**config.mk**
```make
export PLATFORM = sky130hd
export DESIGN_NAME = display_mux
export DESIGN_NICKNAME = d
export VERILOG_FILES = /design/src/rtl/display_mux.sv
export SDC_FILE = /design/constraint.sdc
export NUM_CORES = 1
export LEC_CHECK = 0
export ABC_AREA = 1
export BUFFER_PORTS_ARGS = -buffer_cell sky130_fd_sc_hd__clkbuf_2
export CORE_ASPECT_RATIO = 0.5
export CORE_MARGIN = 8
export CORE_UTILIZATION = 59
export DETAILED_ROUTE_END_ITERATION = 10
export PLACE_DENSITY_LB_ADDON = 0.15
export SLEW_MARGIN = 10
export SYNTH_ARGS = -nofsm -noshare
export SYNTH_HDL_FRONTEND = slang
export SYNTH_SLANG_ARGS = --single-unit
export TNS_END_PERCENT = 30
```
**constraint.sdc**
```tcl
create_clock -name clk -period 2.7 [get_ports clk]
set_input_delay 0.54 -clock clk [delete_from_list [all_inputs] [get_ports clk]]
set_output_delay 0.54 -clock clk [all_outputs]
set_load 0.02 [all_outputs]
```
**src/rtl/display_mux.sv**
```systemverilog
// Multiplexed driver for a common-anode 4-digit 7-segment display showing hh:mm.
// Digits are snapshotted once per frame, with dead time, colon blink, leading-zero and edit blanking.
module display_mux #(
  parameter int REFRESH_DIV = 50000,
  parameter int DEAD_CYC    = 16,
  parameter int BLINK_DIV   = 25000000
) (
  input  logic       clk,
  input  logic       rst,
  input  logic [1:0] hour1,
  input  logic [3:0] hour0,
  input  logic [2:0] min1,
  input  logic [3:0] min0,
  input  logic       blank_lz,
  input  logic       edit_en,
  input  logic [1:0] edit_digit,
  output logic [3:0] an_n,
  output logic [6:0] seg_n,
  output logic       dp_n,
  output logic       frame_done
);
  localparam int RC_W = (REFRESH_DIV > 1) ? $clog2(REFRESH_DIV) : 1;
  localparam int BL_W = (BLINK_DIV > 1) ? $clog2(BLINK_DIV) : 1;
  localparam logic [RC_W-1:0] RC_LAST = RC_W'(REFRESH_DIV - 1);
  localparam logic [RC_W-1:0] RC_DEAD = RC_W'(DEAD_CYC);
  localparam logic [BL_W-1:0] BL_LAST = BL_W'(BLINK_DIV - 1);

  logic [RC_W-1:0] rc_q, rc_d;
  logic [1:0]      idx_q, idx_d;
  logic [BL_W-1:0] blink_q, blink_d;
  logic            phase_q, phase_d;
  logic            snap_pend_q, snap_pend_d;
  logic [1:0]      sh_hour1_q, sh_hour1_d;
  logic [3:0]      sh_hour0_q, sh_hour0_d;
  logic [2:0]      sh_min1_q, sh_min1_d;
  logic [3:0]      sh_min0_q, sh_min0_d;
  logic [3:0]      an_n_q, an_n_d;
  logic [6:0]      seg_n_q, seg_n_d;
  logic            dp_n_q, dp_n_d;
  logic            frame_done_q, frame_done_d;

  logic       rc_wrap, frame_wrap, snap, blink_wrap;
  logic       digit_on, lz_blank, edit_blank, invalid;
  logic [3:0] digit;
  logic [6:0] seg_raw;

  always_ff @(posedge clk) begin
    if (rst) begin
      rc_q         <= '0;
      idx_q        <= 2'd0;
      blink_q      <= '0;
      phase_q      <= 1'b0;
      snap_pend_q  <= 1'b1;
      sh_hour1_q   <= 2'd0;
      sh_hour0_q   <= 4'd0;
      sh_min1_q    <= 3'd0;
      sh_min0_q    <= 4'd0;
      an_n_q       <= 4'hF;
      seg_n_q      <= 7'h7F;
      dp_n_q       <= 1'b1;
      frame_done_q <= 1'b0;
    end else begin
      rc_q         <= rc_d;
      idx_q        <= idx_d;
      blink_q      <= blink_d;
      phase_q      <= phase_d;
      snap_pend_q  <= snap_pend_d;
      sh_hour1_q   <= sh_hour1_d;
      sh_hour0_q   <= sh_hour0_d;
      sh_min1_q    <= sh_min1_d;
      sh_min0_q    <= sh_min0_d;
      an_n_q       <= an_n_d;
      seg_n_q      <= seg_n_d;
      dp_n_q       <= dp_n_d;
      frame_done_q <= frame_done_d;
    end
  end

  // Scan timing, blink timebase and snapshot control.
  always_comb begin
    rc_wrap      = (rc_q == RC_LAST);
    frame_wrap   = rc_wrap && (idx_q == 2'd3);
    blink_wrap   = (blink_q == BL_LAST);
    rc_d         = rc_wrap ? '0 : rc_q + 1'b1;
    idx_d        = rc_wrap ? idx_q + 2'd1 : idx_q;
    blink_d      = blink_wrap ? '0 : blink_q + 1'b1;
    phase_d      = phase_q ^ blink_wrap;
    snap         = snap_pend_q || frame_wrap;
    snap_pend_d  = 1'b0;
    sh_hour1_d   = snap ? hour1 : sh_hour1_q;
    sh_hour0_d   = snap ? hour0 : sh_hour0_q;
    sh_min1_d    = snap ? min1  : sh_min1_q;
    sh_min0_d    = snap ? min0  : sh_min0_q;
    frame_done_d = frame_wrap;
  end

  // Select the active shadow digit; hour tens of 3 and minute tens of 6/7 cannot occur on a clock.
  always_comb begin
    digit   = 4'd0;
    invalid = 1'b0;
    case (idx_q)
      2'd0: digit = sh_min0_q;
      2'd1: begin
        digit   = {1'b0, sh_min1_q};
        invalid = (sh_min1_q >= 3'd6);
      end
      2'd2: digit = sh_hour0_q;
      default: begin
        digit   = {2'b00, sh_hour1_q};
        invalid = (sh_hour1_q == 2'd3);
      end
    endcase
  end

  always_comb begin
    case (digit)
      4'd0:    seg_raw = 7'h40;
      4'd1:    seg_raw = 7'h79;
      4'd2:    seg_raw = 7'h24;
      4'd3:    seg_raw = 7'h30;
      4'd4:    seg_raw = 7'h19;
      4'd5:    seg_raw = 7'h12;
      4'd6:    seg_raw = 7'h02;
      4'd7:    seg_raw = 7'h78;
      4'd8:    seg_raw = 7'h00;
      4'd9:    seg_raw = 7'h10;
      default: seg_raw = 7'h3F;
    endcase
  end

  always_comb begin
    lz_blank   = (idx_q == 2'd3) && blank_lz && (sh_hour1_q == 2'd0);
    edit_blank = edit_en && (edit_digit == idx_q) && !phase_q;
    digit_on   = (rc_q >= RC_DEAD) && !lz_blank && !edit_blank;
    an_n_d     = digit_on ? ~(4'b0001 << idx_q) : 4'hF;
    seg_n_d    = invalid ? 7'h3F : seg_raw;
    dp_n_d     = !(digit_on && (idx_q == 2'd2) && phase_q);
  end

  assign an_n       = an_n_q;
  assign seg_n      = seg_n_q;
  assign dp_n       = dp_n_q;
  assign frame_done = frame_done_q;
endmodule

```
==> reports/metrics.cfg, run 1 <==
[outcome]
run_status=finished, final reports clean

[drt]
route.vias.total=3158
via_per_inst=4.97
drt_iter0_markers=171
ant_nets=0
drt-total-wl_um=7310
first_pass_iters=5
wl_per_cell_um=11.5
drc_errors=0

[cells_and_area]
drive_gt1_share_pct=12.2
antenna_cells=0
fin_area_um2=4120
syn_to_final_growth_pct=14.7
regArea_um2=1420
fill_cells=534
multi_input_area_um2=1850
nets=585

[global_routing]
grt_remaining_overflow=0
grt-busiest-layer=met2
antenna_found_initial=0
met2_usage_pct=30.0
grt_max_degree=28
use_met3_pct=5.92
grt_pass1_wl_um=12600
globalRouteTotalUtil_pct=17.2
grt_pass1_vias=2918
met1_usage_pct=19.0

[floorplanning]
rows=20
design.core.area_um2=5980
dieWidth_um=126
io-pin-count=32
dieHeight_um=71.2
die_area_um2=8990
floorplan.initialDensity_pct=60.0

[sta]
worst_pin_slew_ps=772
timing.final.crit_share_pct=82.7
hold_viol=0
clock_skew_ps=7.02
finalCriticalPeriod_ps=2230
fmax_ghz=0.448
rsz0062_at_grt=false
setup_viol=0
slew_violations=0
slew-limit-headroom_pct=48.2
fin_setup_tns_ps=0

[logic_synthesis]
ys_types=32
synthCells=519
ys_warn_count=0
syn-num-nets=551
syn_avg_cell_area_um2=6.92
syn_area_um2=3590
synth_top_area_cell=dfxtp_1
synth.area.top_cells=dfxtp_1 (40%), nand2_1 (15%), nor2_1 (8.8%)
synth_top_area_share_pct=39.6
ys_seq_area_share_pct=39.6
synth_seq_cells=71

[pwr]
p_seq_share_pct=42.2
p_leak_uw=0.00171
ir_drop_mv=0.463
p_clk_share_pct=52.1
switching_share_pct=21.1
intPower_uw=2060
power_density_nw_per_um2=634
power_frac_comb_pct=5.7
p_sw_uw=550
finalPower_uw=2610

[critical_path]
crit_type=register to register
critPathRequiredTime_ps=2910
cp-start-kind=register
ff2ff_path_depth=10
crit_path_max_fanout=6
endpoint_kind=register
crit_arrival_ps=2440
r2r-start=idx_q[0]
reg2reg_to=seg_n[3]
ff2ff_setup_slack_ps=470

[min_path]
hold_class=input port to register
whs_endpoint=snap_pend_q
worstHoldStart=rst
worstHoldPathCells=1

[placed_design]
dp_hpwl_um=5150
io_buffers=31
gp_congestion=0.830
place_area_um2=3770

[clock_network]
clk_pin_slew_worst_paths_ps=60
cts_made_buffers=9
cts-root-buf=clkbuf_16
clock_sinks=71
post-cts-setup-buffers=0
cts.htree.levels=3
cts_tree=done
cts_hold_buf=0
clock_latency_ps=340
cts_resized=0
clock_path_buffers=2

[run]
cap_violations=0

==> registers in the layout (all words and copies together), names as in the netlist, 2 cells and up <==
signal	flops
an_n	4
blink_q	25
idx_q	2
rc_q	16
seg_n	7
sh_hour0_q	4
sh_hour1_q	2
sh_min0_q	4
sh_min1_q	3
==> synth_stat cells <==
cell / number
o211ai_1: 2
buf_4: 3
nor3b_1: 2
xnor2_1: 6
nand4_1: 6
o2111ai_1: 1
nor2_2: 5
o21ai_0: 9
nor3_1: 4
nand2_1: 139
nand3b_1: 3
o21bai_1: 1
nor2_1: 84
inv_2: 1
nand2_2: 3
or2_2: 2
clkinv_1: 1
or2_0: 1
nand3_2: 7
buf_2: 1
o22ai_1: 1
and3_1: 1
a21oi_1: 38
nand3_1: 35
xor2_1: 9
clkbuf_1: 1
ha_1: 13
buf_6: 4
nor2_4: 1
inv_1: 63
dfxtp_1: 71
nand3_4: 1
==> worst max-delay path, cell delays in order (launching register included) <==
cell     delay, ps
dfxtp_1        390
inv_1          140
ha_1           300
nand2_1        100
nand2_1         50
o22ai_1        310
inv_1          120
ha_1           280
or2_2          300
nand3_1         70
nand2_1         50
==> metal layers <==
layer  up-vias  part of all wire (%)
li1       1695                     -
met1      1416                    47
met2        37                    48
met3        10                   3.6
met4         0                   1.4
met5         -                     0
==> metrics by stage <==
stage | setup WS (ps) | cells | util [%] | hold slack, ps
2_1_floorplan | 719 | 519 | - | 416
3_3_place_gp | 557 | 619 | 63.1 | 446
3_5_place_dp | 475 | 619 | 63.1 | 446
4_1_cts | 466 | 635 | 68.9 | 348
5_1_grt | 252 | 635 | 68.9 | 355
6_report | 466 | 635 | 68.9 | 356
==> how the worst max path moves through the flow <==
stage,startpoint,cells after the start,to
final,idx_q[0],10,seg_n[3]
after CTS,idx_q[0],10,seg_n[3]
after detailed placement,idx_q[0],10,seg_n[3]
after global routing,idx_q[0],10,seg_n[3]
after global placement,idx_q[0],10,seg_n[3]
after floorplan,idx_q[0],10,seg_n[3]
==> cells by family (layout without fill, tap and decap cells) <==
kind of cell,count (synthesis),after routing,share of synthesized area (%)
buf+inv,74,113,8.92
compound gates,52,52,7.60
fa+ha+maj,13,13,4.53
xor+xnor,15,15,3.66
simple gates,294,294,35.7
flops,71,71,39.6
==> power by group through the flow <==
stage	registers [uW]	clock network, uW	logic (uW)
3_5_place_dp	1120	0	150
5_1_grt	1100	1430	172
4_1_cts	1100	1390	151
3_3_place_gp	1120	0	149
2_1_floorplan	1130	0	98.7
6_report	1100	1360	149
==> final cells by class <==
class                      instances  area share (%)
clock inverter                     6            2.61
timing repair buffer              32            3.95
inverter                          65            5.92
tap                               77            2.34
multi-input combinational        374            44.9
sequential                        71            34.5
clock buffer                      10            5.80
==> cells in the final DEF, fill, tap and decap left out, types with 3 or more instances in the layout <==
cell and instances:
nand2_1 139, nor2_1 84, dfxtp_1 71, inv_1 63
a21oi_1 38, nand3_1 35, clkbuf_2 31, ha_1 13
o21ai_0 9, xor2_1 9, clkbuf_16 9, nand3_2 7
nand4_1 6, xnor2_1 6, nor2_2 5, nor3_1 4
nand2_2 3, nand3b_1 3, bufinv_16 3
(Power assumes the default switching activity.)
==> run 2: changes to the inputs <==
--- a/config.mk
+++ b/config.mk
@@ -9,7 +9,7 @@
 export BUFFER_PORTS_ARGS = -buffer_cell sky130_fd_sc_hd__clkbuf_2
 export CORE_ASPECT_RATIO = 0.5
 export CORE_MARGIN = 8
-export CORE_UTILIZATION = 59
+export CORE_UTILIZATION = 53
 export DETAILED_ROUTE_END_ITERATION = 10
 export PLACE_DENSITY_LB_ADDON = 0.15
 export SLEW_MARGIN = 10
==> constraint.sdc (replaced) <==
create_clock -name clk -period 1.8 [get_ports clk]
set_input_delay 0.36 -clock clk [delete_from_list [all_inputs] [get_ports clk]]
set_output_delay 0.36 -clock clk [all_outputs]
set_load 0.02 [all_outputs]
==> run 2 against run 1 <==
Clock power up 35%. Die area up 9.3%. Wire length up 5.5%. Power up 43%. Clock-buffer cell count up 3. Register-to-register slack worse by 410 ps. Highest routed layer unchanged. Largest cell class unchanged. Cell count up 5.4%.
==> reports/metrics.cfg, run 2 (synthesis results as in run 1) <==
[drt]
drc_errors=0
via_per_inst=4.86
drt_iter0_markers=137
ant_nets=0
drt-total-wl_um=7710
wl_per_cell_um=11.5
route.vias.total=3250
first_pass_iters=4

[pwr]
power_density_nw_per_um2=860
finalPower_uw=3730
ir_drop_mv=0.464
p_leak_uw=0.00180

[clock_network]
cts-root-buf=clkbuf_16
clock_path_buffers=2
clock_sinks=71
clk_pin_slew_worst_paths_ps=50
clock_latency_ps=340
cts_hold_buf=0
cts_tree=done
cts_made_buffers=9
cts.htree.levels=3

[floorplanning]
rows=21
floorplan.initialDensity_pct=54.2
dieHeight_um=74.2
dieWidth_um=132
io-pin-count=32
design.core.area_um2=6620
die_area_um2=9820

[critical_path]
crit_arrival_ps=1950
endpoint_kind=register
cp-start-kind=register
critPathSlowestCell=dfxtp_4
slowest_delay_ps=390
crit_path_max_fanout=5
cpMostUsedCell=nand2_1
crit_type=register to register
critPathRequiredTime_ps=2000
ff2ff_path_depth=10
path_cells=inv_4 > ha_4 > nand2_1 > nand2_1 > o22ai_2 > inv_1 > ha_1 > or2_4 > nand3_1 > nand2_1

[placed_design]
gp_congestion=0.833
dp_hpwl_um=5540
io_buffers=31
place_area_um2=3950

[global_routing]
grt_pass1_wl_um=12600
antenna_found_initial=0
globalRouteTotalUtil_pct=15.8
grt_max_degree=28
grt_remaining_overflow=0
grt_pass1_vias=2903

[sta]
fin_setup_tns_ps=0
timing.final.crit_share_pct=96.9
clock_skew_ps=4.14
finalCriticalPeriod_ps=1740
slew_violations=0
fmax_ghz=0.574
hold_viol=0
rsz0062_at_grt=true
setup_viol=0
slew-limit-headroom_pct=70.7
worst_pin_slew_ps=440

[cells_and_area]
antenna_cells=0
mostFrequentLayoutCells=nand2_1 (138), nor2_1 (84), dfxtp_1 (69), inv_1 (60), a21oi_1 (38)
fin_area_um2=4340
drive_gt1_share_pct=17.0
mostFrequentLayoutCell=nand2_1
nets=604
syn_to_final_growth_pct=20.9
regMostFlops=blink_q
fin_util_pct=65.6
largest_reg_flops=25

[outcome]
run_status=finished, final reports clean

[min_path]
worstHoldPathCells=1
hold_class=input port to register

[run]
cap_violations=0

==> run 2: cell count changes in the layout (fill, tap and decap cells not counted), sizes merged <==
cell      delta
buf         +18
clkbuf       +3
bufinv       -2
clkinvlp     -1
nand3        +1
==> run 2: final cells by class <==
type	instances	area (um2)
Fill cell	613	2280
Multi-Input combinational cell	375	1930
Sequential cell	71	1430
Timing Repair Buffer	50	310
Clock buffer	13	270
Inverter	65	249
Tap cell	92	115
Clock inverter	3	40.0
==> run 2: where the power goes <==
part           switching (uW)  total, uW  internal [uW]
logic                     149        256            107
clock network             649       1830           1180
registers                29.5       1650           1620
total                     827       3730           2910
==> run 2: worst paths after layout <==
path / startpoint / end / slack [ps]
max: idx_q[0] / seg_n[3] / 60
min: rst / snap_pend_q / 170
max reg2reg: idx_q[0] / seg_n[3] / 60
min reg2reg: blink_q[24] / blink_q[24] / 460
==> run 2: timing repair <==
| action | CTS | global route |
|---|---|---|
| endpoints found under the setup margin | 1 | 11 |
| pin swaps | 0 | 2 |
| gates resized for setup | 9 | 6 |
| setup buffers | 0 | 1 |
| gates cloned | 0 | 1 |
==> run 2: critical path, delay by kind of cell, from the launching register on <==
| kind | cells | cell delay [ps] |
|---|---|---|
| AO/OA/AOI/OAI | 1 | 140 |
| flip-flops | 1 | 390 |
| AND/OR/NAND/NOR | 5 | 490 |
| adder cells (fa/ha/maj) | 2 | 450 |
| buffers and inverters | 2 | 140 |
==> run 2: per-layer routing <==
metal	share of wire [%]	track usage, %	up-vias
li1	-	-	1736
met1	47	17.2	1483
met2	49	28.4	21
met3	3.2	6.06	10
met4	1.2	5.61	0
met5	0	0	-
==> run 2: per-stage QoR <==
step                      std cells  setup slack (ps)  hold WS (ps)
after floorplan                 519              10.1           388
after global placement          651              37.7           445
after detailed placement        651             -9.37           453
after CTS                       667              6.88           167
after global routing            669             -35.8           174
final                           669              56.6           175
